## config.mk

```make
export PLATFORM = sky130hd
export DESIGN_NAME = instr_mem_loadable
export DESIGN_NICKNAME = d
export VERILOG_FILES = /design/src/rtl/instr_mem_loadable.sv
export SDC_FILE = /design/constraint.sdc
export NUM_CORES = 2
export LEC_CHECK = 0
export CAP_MARGIN = 5
export CORE_ASPECT_RATIO = 1.25
export CORE_MARGIN = 8
export CORE_UTILIZATION = 60
export CTS_BUF_LIST = sky130_fd_sc_hd__clkbuf_8
export DETAILED_ROUTE_END_ITERATION = 16
export DONT_BUFFER_PORTS = 1
export HOLD_SLACK_MARGIN = 0.12
export PLACE_DENSITY = 0.72
export SLEW_MARGIN = 20
export SYNTH_ARGS = -nofsm -noshare
export SYNTH_HDL_FRONTEND = slang
export SYNTH_SLANG_ARGS = --single-unit
```

## constraint.sdc

```tcl
create_clock -name clk -period 8.8 [get_ports clk]
set_input_delay 1.76 -clock clk [delete_from_list [all_inputs] [get_ports clk]]
set_output_delay 1.76 -clock clk [all_outputs]
set_load 0.01 [all_outputs]
```

## src/rtl/instr_mem_loadable.sv

```systemverilog
// Loadable byte-addressed instruction memory: sequential valid/ready load port
// with an auto-incrementing pointer, and a registered one-cycle checked fetch.
module instr_mem_loadable #(
  parameter int INSTR_W     = 32,
  parameter int DEPTH_BYTES = 256,
  parameter int ADDR_W      = 32,
  parameter int BIG_ENDIAN  = 1
) (
  input  logic                                               clk,
  input  logic                                               reset_n,
  input  logic                                               ld_valid,
  output logic                                               ld_ready,
  input  logic [INSTR_W-1:0]                                 ld_data,
  input  logic                                               ld_clear,
  output logic [$clog2(DEPTH_BYTES/(INSTR_W/8)):0]           ld_count,
  output logic                                               ld_full,
  input  logic                                               rd_en,
  input  logic [ADDR_W-1:0]                                  rd_addr,
  output logic [INSTR_W-1:0]                                 instr,
  output logic                                               instr_valid,
  output logic                                               addr_err
);

  localparam int B     = INSTR_W / 8;
  localparam int WORDS = DEPTH_BYTES / B;
  localparam int CNT_W = $clog2(WORDS) + 1;
  localparam int WIDX  = (WORDS > 1) ? $clog2(WORDS) : 1;
  localparam int BA_W  = (DEPTH_BYTES > 1) ? $clog2(DEPTH_BYTES) : 1;

  localparam logic [ADDR_W-1:0] B_A      = ADDR_W'(B);
  localparam logic [ADDR_W-1:0] LAST_A   = ADDR_W'(DEPTH_BYTES - B);
  localparam logic [CNT_W-1:0]  LAST_CNT = CNT_W'(WORDS - 1);

  if ((INSTR_W % 8) != 0 || (DEPTH_BYTES % (INSTR_W / 8)) != 0) begin : g_bad_params
    $error("instr_mem_loadable: INSTR_W must be a multiple of 8 and DEPTH_BYTES a multiple of INSTR_W/8");
  end

  logic [7:0]         mem [DEPTH_BYTES];
  logic [WORDS-1:0]   word_valid;
  logic               accept;
  logic [WIDX-1:0]    wr_idx;
  logic [BA_W-1:0]    wr_base;
  logic [WIDX-1:0]    rd_idx;
  logic [BA_W-1:0]    rd_base;
  logic [INSTR_W-1:0] rd_word;
  logic               misaligned;
  logic               out_of_range;

  // Bit-lane (in bytes) of the word that lives at byte offset k within the word.
  function automatic int unsigned lane_of(input int unsigned k);
    return (BIG_ENDIAN != 0) ? (B - 1 - k) : k;
  endfunction

  assign ld_ready = !ld_full && !ld_clear;
  assign accept   = ld_valid && ld_ready;
  assign wr_idx   = WIDX'(ld_count);
  assign wr_base  = BA_W'(wr_idx) * BA_W'(B);

  // Byte storage carries no reset so it can map onto plain RAM.
  always_ff @(posedge clk) begin
    if (accept) begin
      for (int unsigned k = 0; k < B; k++) begin
        mem[wr_base + BA_W'(k)] <= ld_data[8*lane_of(k) +: 8];
      end
    end
  end

  always_ff @(posedge clk or negedge reset_n) begin
    if (!reset_n) begin
      ld_count   <= '0;
      ld_full    <= 1'b0;
      word_valid <= '0;
    end else if (ld_clear) begin
      ld_count   <= '0;
      ld_full    <= 1'b0;
      word_valid <= '0;
    end else if (accept) begin
      word_valid[wr_idx] <= 1'b1;
      ld_count           <= ld_count + CNT_W'(1);
      ld_full            <= (ld_count == LAST_CNT);
    end
  end

  always_comb begin
    misaligned   = (rd_addr % B_A) != '0;
    out_of_range = rd_addr > LAST_A;
    rd_idx       = WIDX'(rd_addr / B_A);
    rd_base      = BA_W'(rd_idx) * BA_W'(B);
    rd_word      = '0;
    for (int unsigned k = 0; k < B; k++) begin
      rd_word[8*lane_of(k) +: 8] = mem[rd_base + BA_W'(k)];
    end
  end

  // Reads sample mem/word_valid before this edge's load/clear lands: read-before-write.
  always_ff @(posedge clk or negedge reset_n) begin
    if (!reset_n) begin
      instr       <= '0;
      instr_valid <= 1'b0;
      addr_err    <= 1'b0;
    end else if (rd_en) begin
      if (misaligned || out_of_range) begin
        instr       <= '0;
        instr_valid <= 1'b0;
        addr_err    <= 1'b1;
      end else if (word_valid[rd_idx]) begin
        instr       <= rd_word;
        instr_valid <= 1'b1;
        addr_err    <= 1'b0;
      end else begin
        instr       <= '0;
        instr_valid <= 1'b0;
        addr_err    <= 1'b0;
      end
    end
  end

endmodule

```

== After elaboration in Yosys (flattened, before gate mapping) ==
Memories as Yosys holds them, arrays and structs flattened.
Cells that the tools add are included.
Cells by class
  $add $sub $neg: 7
  multiply operators: 0
  divide/modulo/power cells: 0
  order comparisons: 4
  equal/unequal tests: 1
  shift operators: 0
  multiplexer cells: 17
  bitwise logic cells: 1
  reduce and logical (&&, ||, !) cells: 8
Operator list (number)
  $mux 64: 2
  $mux 32: 2
  $or 64x64->64: 1
  $add 8x2->8 const B: 4
  $gt 32x8->1 const B: 1
  $reduce_bool 32->1: 1
  $add 8x1->8 const B: 2
  $lt 6x7->1 const B: 2
  $mux 7: 2
  $mux 1: 9
  $add 7x1->7 const B: 1
  $eq 7x6->1 const B: 1
  $bmux 1 s6: 1
  $demux 1 s6: 1
  $ge 6x1->1 const B: 1
  $logic_and 1x1->1: 3
  $logic_not 1->1: 2
  $reduce_bool 2->1: 1
  $logic_or 1x1->1: 1
Word-level totals
  register bits after elaboration: 106
  bits in latches: 0
  bits in writable memories: 2048
  bits in read-only memories: 0
  input port bits: 69
  output and inout port bits: 43
  logic and storage cells: 45
  memories: 1
Memories
  mem: depth 256, bits a word 8, rd ports 4, clocked after memory_dff 0, wr ports 4, RTL line 38  | logic [7:0] mem [DEPTH_BYTES];

== Logic depth before layout (Yosys ltp) ==
  depth after elaboration: 7
  depth in mapped cells: 13
  mapped depth without buffers: 7

== Worst setup path before layout ==
Ideal clock, no wire load.
  path type: input -> register
  start: input port ld_valid
  end: memory mem[192][0] (enable)
  setup time: 0.461 ns
  arrival: 4.757 ns
  data required time: 8.339 ns
  path slack: 3.582 ns
  stages: 5
  buffers on the path: 1
  cell sequence: nand2b_1 > nor2_1 > clkbuf_1 > nand2_1 > nor3_1
RTL lines
  start, declared: RTL line 11  | input logic ld_valid,
  end, declared: RTL line 38

== Worst setup path after layout ==
  start: input port rd_addr[2]
  end: register instr[13]
Between the ends
  cells in the longest elaborated chain, start to end: 4
  elaborated cells between the ends (all ways): 8
  classes of those cells: 1 x add/sub; 1 x order compare; 4 x mux; 1 x reduce/logical; 1 x memory
Ends and longest elaborated chain
  start, declared: RTL line 18  | input logic [ADDR_W-1:0] rd_addr,
  $add 8x2->8 / $bmux 1 s6 (equally long branches): RTL line 91, 106
  $mem_v2 256x8 / $mux 1 (equally long branches)
  $mux 32: RTL line 106  | end else if (word_valid[rd_idx]) begin
  $mux 32 (*): RTL line 102  | if (misaligned || out_of_range) begin
  end signal, assigned: RTL line 107  | instr <= rd_word;
  end, declared: RTL line 19  | output logic [INSTR_W-1:0] instr,
Mark *: on every way between the ends. The rest lies on a longest branch, timed or not. The select of a mux whose other input is x is not followed.
A chain may end at the register's enable or synchronous reset.

==> out/results.txt <==
IO buf count -> 0
WP data arrival -> 6.09 ns
Worst Setup EP -> instr[13]$_DFFE_PN0P_
Worst-Skew Late Latency -> 1.01 ns
Max Cap Viol -> 0
Area after DPL -> 85470 µm²
Worst path bufs/invs -> 3
Cell taking the most area after synthesis -> edfxtp_1
Post-synth ARST share -> 4.921%
IO Pins -> 112
Main area contributors after synthesis -> edfxtp_1 74%, mux4_2 11%, mux2i_1 3.8%, dfrtp_1 3.2%, o221ai_1 1.3%
Nets -> 4266
Share of layout cells above drive strength 1 -> 22.41%
Final min period -> 5.177 ns
Avg Inst Size Synth -> 20.81 µm²
Clk buf depth -> 4
Initial antenna violation count -> 5
YS warnings -> 0
Area grow syn2layout -> 9.977%
EDFF count, synth -> 2048
Post-CTS Hold Buffers -> 0
Leakage -> 29.80 nW
Reg2reg start -> ld_full$_DFFE_PN0P_
Worst setup SP type -> primary input
Row Count -> 153
Skew final -> 0.04833 ns
WL met2 -> 106.3 mm
Headroom to the max-slew limit -> 15.53%
Final Power -> 19.64 mW
Gr ovfl total -> 0
Mux contribution to synthesized area -> 14.87%
Crit path max-delay family -> buffers and inverters
CP max-delay cell -> a211oi_1
Post-Synthesis Cell Area -> 83380 µm²
Peak supply drop -> 0.1515 mV
GP Congestion -> 0.8028
XOR/XNOR Fraction of Synth Area -> 0.05252%
Initial detailed-routing violation count -> 5005
Avg WL per Cell -> 33.75 µm
Synth cell types -> 55
CP max stage delay -> 0.99 ns
Largest family of logic cells by synthesized area -> multiplexers
DR vias -> 42450
CP max FO -> 150
First drt pass iteration count -> 6
H-tree depth -> 5
Worst min path class -> primary input to asynchronous set/reset pin
Post_cts resized -> 0
Finish-stage setup viols -> 0
Die Height -> 432.8 µm
Crit. End Element -> flop
Vias in the first global route -> 42650
Power per Cell Area -> 214.2 nW/µm²
Final Cell Area -> 91700 µm²
Fin. max-slew vios -> 0
Cells after Synth -> 4006
Sequential area share after synthesis -> 76.94%
Critical path required time -> 9.71 ns
Setup TNS -> 0 ns
RSZ-0062 raised after global routing -> no
Worst-path clk slew -> 0.07 ns
Largest net degree at the start of global routing -> 674
TritonCTS buffer count -> 329
FF-to-FF path depth -> 6
Total Routing Usage GR -> 28.02%
Adder and majority gate portion of the synthesized area -> 0.06002%
Die Span X -> 349.4 µm
Worst Tran Pin Value -> 1.259 ns
Top FF cell, synth -> edfxtp_1
Core Region -> 138600 µm²
Synth Area in Compound Gates -> 4.382%
CTS tree -> yes
Top cell type's share of synthesized area -> 73.76%
Peak Freq -> 193.1 MHz
Post-CTS Setup Bufs -> 0
CP cell instances -> buf_16 > buf_16 > buf_16 > mux2i_1 > o221ai_1 > o22ai_1 > a211oi_1 > nor4_1 > o22ai_1
Routed WL -> 212.5 mm
Remaining antenna violation count -> 0
Reg-to-reg setup timing slack -> 5.45 ns
Seq cells post-synth -> 2154
Initial core utilization -> 60.16%
Reg2reg end -> mem[2][1]$_DFFE_PP_
Fillers -> 9029
Worst Setup SP -> rd_addr[2]
Met1 WL -> 76.92 mm
Metal3 WL -> 21.22 mm
Status -> completed
Critical path class -> primary input to flop
Crit path top cell by count -> buf_16
Simple-gate portion of the synthesized area -> 1.843%
DP HPWL -> 110.9 mm
Sink Count -> 2154
Via-to-Cell Ratio -> 6.743
Hold Vio Cnt, Final -> 0
CTS root buf -> clkbuf_8
Top sig layer -> met5
Syn_nets -> 4079
Final period utilization -> 58.84%
Number of remaining DRC errors -> 0
First-pass GRT wire length -> 301.6 mm
Die area -> 151200 µm²
Critical path depth -> 9
==> power by group <==
part,leakage [nW],switching [mW],internal [mW],total [mW]
Combinational,6.45,0.379,0.310,0.689
Sequential,19.9,0.00787,11.2,11.2
Clock,3.47,3.70,4.01,7.71
==> cell type report <==
type                    count  area [µm²]  area share [%]
flip-flops and latches   2154       64150           69.96
repair buffers             97       848.3          0.9251
clock inverters           213        1132           1.235
inverters                  40       152.6          0.1665
multi-input cells        1571       18160           19.81
well taps                1860        2327           2.538
clock buffers             357        4913           5.358
diodes                      4       10.01         0.01092
==> through the flow <==
| stage | util (%) | hold WS (ns) | setup WS, ns | std cells |
|---|---|---|---|---|
| finish | 66.16 | 0.4568 | 3.623 | 6296 |
| global route | 66.16 | 0.3704 | 3.454 | 6293 |
| CTS | 66.03 | 0.3506 | 5.063 | 6286 |
| detailed placement | 61.67 | 0.4698 | 3.978 | 5716 |
| global placement | 61.67 | 0.4659 | 4.044 | 5716 |
| floorplan | - | 0.4497 | 3.582 | 4006 |
==> layout by cell type (no fill, tap or decap), types with 70 or more instances in the layout <==
master and n:
o22ai_1 87, buf_4 91, mux2i_1 317, inv_1 134
o221ai_1 121, clkinv_1 70, dfrtp_1 106, mux4_2 407
clkbuf_8 357, nand2_1 148, edfxtp_1 2048
==> worst min-delay path by stage <==
stage                               startpoint  slack (ns)  cells after the start                         end
global placement    word_valid[38]$_DFFE_PN0P_        0.47                      1  word_valid[38]$_DFFE_PN0P_
floorplan           word_valid[63]$_DFFE_PN0P_        0.45                      1  word_valid[63]$_DFFE_PN0P_
detailed placement  word_valid[46]$_DFFE_PN0P_        0.47                      1  word_valid[46]$_DFFE_PN0P_
finish                                 reset_n        0.46                      0  word_valid[56]$_DFFE_PN0P_
CTS                                    reset_n        0.35                      0  word_valid[56]$_DFFE_PN0P_
global route                           reset_n        0.37                      0  word_valid[13]$_DFFE_PN0P_
==> synth_stat cells (all sizes together) (2+ instances only) <==
cell and count:
dfrtp 106, o211ai 3, o22a 4, ha 4, a32oi 2, and2 12, mux4 407, a311oi 6
nand4 4, nor2 89, a221oi 33, a31oi 12, edfxtp 2048, nor4 12, o21ai 18, nand3b 2
nor3 30, inv 40, xor2 2, mux2i 317, nor2b 16, mux2 5, o22ai 87, nand2b 8
o221ai 121, a211oi 53, nand2 150, and3b 2, clkbuf 113, a32o 2, or2 3, nor3b 2
a21oi 57, o32ai 5, a22oi 11, xnor2 3, a22o 15, or3 3, buf 128, o2bb2ai 53
nand3 11
==> cells by family after synthesis <==
group                    after synthesis
AND/OR/NAND/NOR                      347
adder cells (fa/ha/maj)                4
flip-flops                          2154
buffers and inverters                281
AO/OA/AOI/OAI                        486
XOR/XNOR                               5
multiplexers                         729
==> registers in the layout, indices dropped and copies added, names as in the netlist <==
register	cells
addr_err	1
instr	32
instr_valid	1
ld_count	7
ld_full	1
mem	2048
word_valid	64
==> per-layer routing <==
metal,vias to the layer above,track usage [%]
met5,-,0
met4,2,10.21
met3,453,6.678
met2,2450,46.49
met1,22340,36.53
li1,17200,-
Power figures use the tool's default switching activity.
